`src/rtl/pattern_stream_sched.sv`:
```
// Round-robin front end for two byte requesters feeding a bit-serial Moore
// pattern detector; reports per-byte overlapping match count and owner id.
module pattern_stream_sched #(
    parameter int unsigned        DATA_W  = 8,
    parameter int unsigned        PAT_LEN = 4,
    parameter logic [PAT_LEN-1:0] PATTERN = 4'b1011
) (
    input  logic              clk,
    input  logic              rst_n,
    input  logic              req0_valid,
    input  logic [DATA_W-1:0] req0_data,
    output logic              req0_ready,
    input  logic              req1_valid,
    input  logic [DATA_W-1:0] req1_data,
    output logic              req1_ready,
    output logic              inbit,
    output logic              ans,
    output logic              busy,
    output logic              done,
    output logic              done_id,
    output logic [3:0]        done_count
);

    localparam int unsigned BIT_W  = $clog2(DATA_W);
    localparam int unsigned SEEN_W = $clog2(PAT_LEN + 1);
    localparam logic [BIT_W-1:0]  LAST_BIT  = BIT_W'(DATA_W - 1);
    localparam logic [SEEN_W-1:0] SEEN_FULL = SEEN_W'(PAT_LEN);
    localparam logic [3:0]        CNT_MAX   = 4'(DATA_W - PAT_LEN + 1);

    typedef enum logic [1:0] {IDLE, SHIFT, FLUSH, DONE} state_t;

    state_t              state, state_nxt;
    logic [DATA_W-1:0]   shreg;
    logic [BIT_W-1:0]    bitcnt;
    logic [PAT_LEN-1:0]  hist;
    logic [SEEN_W-1:0]   seen;
    logic [3:0]          mcount, cnt_nxt;
    logic                cur_id;
    logic                last_grant;
    logic                grant;
    logic                accept;
    logic                match;

    assign match = (hist == PATTERN) && (seen >= SEEN_FULL);

    always_ff @(posedge clk or negedge rst_n) begin
        if (!rst_n) state <= IDLE;
        else        state <= state_nxt;
    end

    always_comb begin
        state_nxt  = state;
        grant      = 1'b0;
        accept     = 1'b0;
        req0_ready = 1'b0;
        req1_ready = 1'b0;
        inbit      = 1'b0;
        ans        = 1'b0;
        busy       = (state != IDLE);
        done       = 1'b0;
        cnt_nxt    = mcount;

        if (req0_valid && req1_valid) grant = ~last_grant;
        else                          grant = req1_valid;

        case (state)
            IDLE: begin
                // rst_n gating keeps ready low while reset is held with valid up
                req0_ready = rst_n & ~grant & req0_valid;
                req1_ready = rst_n &  grant & req1_valid;
                accept     = req0_ready | req1_ready;
                if (accept) state_nxt = SHIFT;
            end
            SHIFT: begin
                inbit = shreg[DATA_W-1];
                ans   = match;
                if (bitcnt == LAST_BIT) state_nxt = FLUSH;
            end
            FLUSH: begin
                ans       = match;
                state_nxt = DONE;
            end
            DONE: begin
                done      = 1'b1;
                state_nxt = IDLE;
            end
            default: state_nxt = IDLE;
        endcase

        if (ans && (mcount != CNT_MAX)) cnt_nxt = mcount + 4'd1;
    end

    always_ff @(posedge clk or negedge rst_n) begin
        if (!rst_n) begin
            shreg      <= '0;
            bitcnt     <= '0;
            hist       <= '0;
            seen       <= '0;
            mcount     <= '0;
            cur_id     <= 1'b0;
            last_grant <= 1'b1;
            done_id    <= 1'b0;
            done_count <= '0;
        end else begin
            mcount <= cnt_nxt;
            if (accept) begin
                shreg      <= grant ? req1_data : req0_data;
                cur_id     <= grant;
                last_grant <= grant;
                bitcnt     <= '0;
                hist       <= '0;
                seen       <= '0;
                mcount     <= '0;
            end
            if (state == SHIFT) begin
                shreg  <= {shreg[DATA_W-2:0], 1'b0};
                bitcnt <= bitcnt + 1'b1;
                hist   <= {hist[PAT_LEN-2:0], inbit};
                if (seen != SEEN_FULL) seen <= seen + 1'b1;
            end
            // Result captured with the FLUSH-cycle match included, held until next DONE
            if (state == FLUSH) begin
                done_id    <= cur_id;
                done_count <= cnt_nxt;
            end
        end
    end

endmodule

```
`config.mk`:
```
export PLATFORM = sky130hd
export DESIGN_NAME = pattern_stream_sched
export DESIGN_NICKNAME = d
export VERILOG_FILES = /design/src/rtl/pattern_stream_sched.sv
export SDC_FILE = /design/constraint.sdc
export NUM_CORES = 1
export LEC_CHECK = 0
export BUFFER_PORTS_ARGS = -buffer_cell sky130_fd_sc_hd__buf_2
export CAP_MARGIN = 20
export CELL_PAD_IN_SITES_DETAIL_PLACEMENT = 0
export CELL_PAD_IN_SITES_GLOBAL_PLACEMENT = 1
export CORE_MARGIN = 2
export CORE_UTILIZATION = 38
export CTS_CLUSTER_SIZE = 8
export DETAILED_ROUTE_END_ITERATION = 6
export PLACE_DENSITY_LB_ADDON = 0.08
export REMOVE_ABC_BUFFERS = 1
export SLEW_MARGIN = 20
export SYNTH_ARGS = -nofsm -noshare
export SYNTH_HDL_FRONTEND = slang
export SYNTH_SLANG_ARGS = --single-unit
```
`constraint.sdc`:
```
create_clock -name clk -period 1.67 [get_ports clk]
set_input_delay 0.0835 -clock clk [delete_from_list [all_inputs] [get_ports clk]]
set_output_delay 0.0835 -clock clk [all_outputs]
set_load 0.01 [all_outputs]
```
==> metrics.yaml <==
grt_pass1_wl_um: 6740
relSlewSlack: 0.741
syn-instance-count: 174
netlist_area_um2: 1680
num_vias: 1450
setup_violations: 0
dr_wl_met2_um: 2000
critical-path-top-delay-family: "simple AND/OR/NAND/NOR gates"
hold_path.class: "in -> reg"
min_from: "req1_data[0]"
syn_to_final_growth_pct: 31.1
p_leak_nw: 1.05
routedWlPerCell_um: 14.5
grt_overflow: 0
timing.final.ws_setup_ns: 0.00886
arrival_ns: 1.87
clock-sinks: 31
synth_edf_count: 0
num_antenna_cells: 0
r2r_end: "done_count[0]"
postRouteAntennaNets: 0
cts_root_buffer: "clkbuf_8"
drive_gt1_frac: 0.321
htreeDepth: 2
fp.dieW_um: 70.4
fmax_mhz: 602
path_cells: "inv_2 -> ha_4 -> nand4b_4 -> or4_4 -> a31oi_1"
slew_violations: 0
drc: 0
die_area_um2: 4960
die_y_um: 70.4
final_nets: 250
skew_ns: 0.00323
clk_latency_ns: 0.28
grtUsageTotal: 0.173
start_util: 0.390
cap_violations: 0
grt_pass1_vias: 1451
cts_tree: "yes"
grt_max_degree: 23
worstReg2RegStart: "state[0]"
status: "complete, no violations"
critical_path_cell_count: 5
post-route-period-util: 0.995
rows: 24
hold_violations: 0
post-place-cells: 262
yosys.cell_types.count: 34
numCtsBuffers: 5
regArea_um2: 777
avgSynthCellArea_um2: 9.63
io_pins: 31
portBuffers: 30
dpl_cell_area_um2: 1990
synth-seq-cells: 31
worst_pin_slew_ns: 0.385
endpoint_kind: "flop"
rr_worst_depth: 5
synth_warnings: 0
antenna_found_initial: 0
required_ns: 1.88
setup_tns_ns: 0
clk_path_buf_depth: 2
synthArstFlopShare: 1.00
hold_depth: 3
vias_per_cell: 5.31
ir_drop_uv: 514
place_ws_ns: -0.0471
cp-start-kind: "flop"
worst-setup-path-type: "reg -> reg"
wl_um: 3960
core-area_um2: 4290
powerDensity_nw_per_um2: 1620
slowest_delay_ns: 0.57
top_layer: "met4"
route.met3.wl_um: 152
rsz0062_at_grt: "true"
fill_cells: 411
whs_endpoint: "shreg[0]"
gp_congestion: 0.816
wl_met1_um: 1780
p_total_mw: 3.56
fin_cells: 273
synthFlopType: "dfrtp_1"
hold_slack_ns: 0.112
r2r_slack_ns: 0.009
clk_pin_slew_ns: 0.07
fin_area_um2: 2200
multiInputGateArea_um2: 865
utilization: 0.511
worst-path-buf-inv: 1
dr.pass1.iters: 4
drt-initial-drc-count: 94
period_minus_slack_ns: 1.66
worstPathMaxFanout: 5
worst_path_max_delay_cell: "or4_4"
detailedPlacementHpwl_um: 2800
seq_area_frac_synth: 0.464
synth_stat cells, drive strengths merged (2+ instances only):
library cell   n  area [um2]
dfrtp         30         751
nand2         23        86.3
o21ai         23         115
inv           11        41.3
ha            10         125
and2           9        56.3
nor2           8        30.0
a221oi         7        61.3
clkbuf         7        26.3
nand3          6        30.0
o31ai          5        37.5
a21oi          4        20.0
a31oi          3        18.8
mux2i          3        30.0
a21bo          2        20.0
and4b          2        20.0
buf            2        10.0
mux2           2        22.5
o41ai          2        17.5
worst reg2reg max path: stages (launching register included):
cell and delay (ns):
dfrtp_1 0.37, inv_2 0.06, ha_4 0.29, nand4b_4 0.15
or4_4 0.57, a31oi_1 0.14
cell families after synthesis:
group                      after synthesis  share of synthesized area
AOI/OAI and AO/OA                       55                      0.218
adders and majority gates               10                     0.0747
buffers and inverters                   20                     0.0463
DFF                                     31                      0.464
muxes                                    5                     0.0314
and+or+nand+nor                         53                      0.166
worst max-delay path by stage:
stage                   from             to  slack, ns
floorplan           state[1]       state[1]       -0.1
global placement    state[0]  done_count[2]       0.02
detailed placement  state[1]  done_count[2]      -0.05
CTS                 state[1]            ans       0.01
global route        state[0]  done_count[0]      -0.06
finish              state[0]  done_count[0]      0.009
placed cells by master, fill, tap and decap left out, drive strengths merged, types with 2 or more instances in the layout:
cell / n
and4b: 2
nand3: 6
o21ai: 23
o31ai: 5
o41ai: 2
a31oi: 3
nand2: 23
ha: 10
mux2: 2
nor2: 8
inv: 11
clkbuf: 6
a21oi: 4
buf: 47
dfrtp: 30
mux2i: 3
a221oi: 7
a21bo: 2
and2: 9
state kept, by name, indices dropped and copies added (netlist names):
| register | count |
|---|---|
| bitcnt | 3 |
| cur_id | 1 |
| done_id | 1 |
| state | 2 |
| shreg | 8 |
| mcount | 4 |
| hist | 4 |
| done_count | 4 |
| seen | 3 |
| last_grant | 1 |
layer usage:
layer,track usage,vias up
met3,0.0447,2
met4,0.0641,0
li1,-,722
met1,0.219,696
met2,0.284,30
met5,0,-
timing repair:
| action | 4_1_cts | 5_1_grt |
|---|---|---|
| pin swaps | 0 | 4 |
| setup buffers | 0 | 2 |
| endpoints found under the hold margin | 30 | 0 |
| setup endpoints to repair | 5 | 10 |
| hold buffers | 1 | 0 |
| gates resized for setup | 2 | 12 |
final cells by class:
type,instances,share of cell area
Multi-Input combinational cell,123,0.394
Sequential cell,31,0.354
Clock buffer,6,0.0376
Inverter,11,0.0188
Tap cell,52,0.0296
Timing Repair Buffer,48,0.150
Clock inverter,2,0.0160
where the power goes:
group          switching, mW  internal [mW]  total (mW)
registers              0.192           1.06        1.25
logic                  0.796          0.744        1.54
clock network          0.284          0.482       0.767
total                   1.27           2.29        3.56
Power figures use the tool's default switching activity.
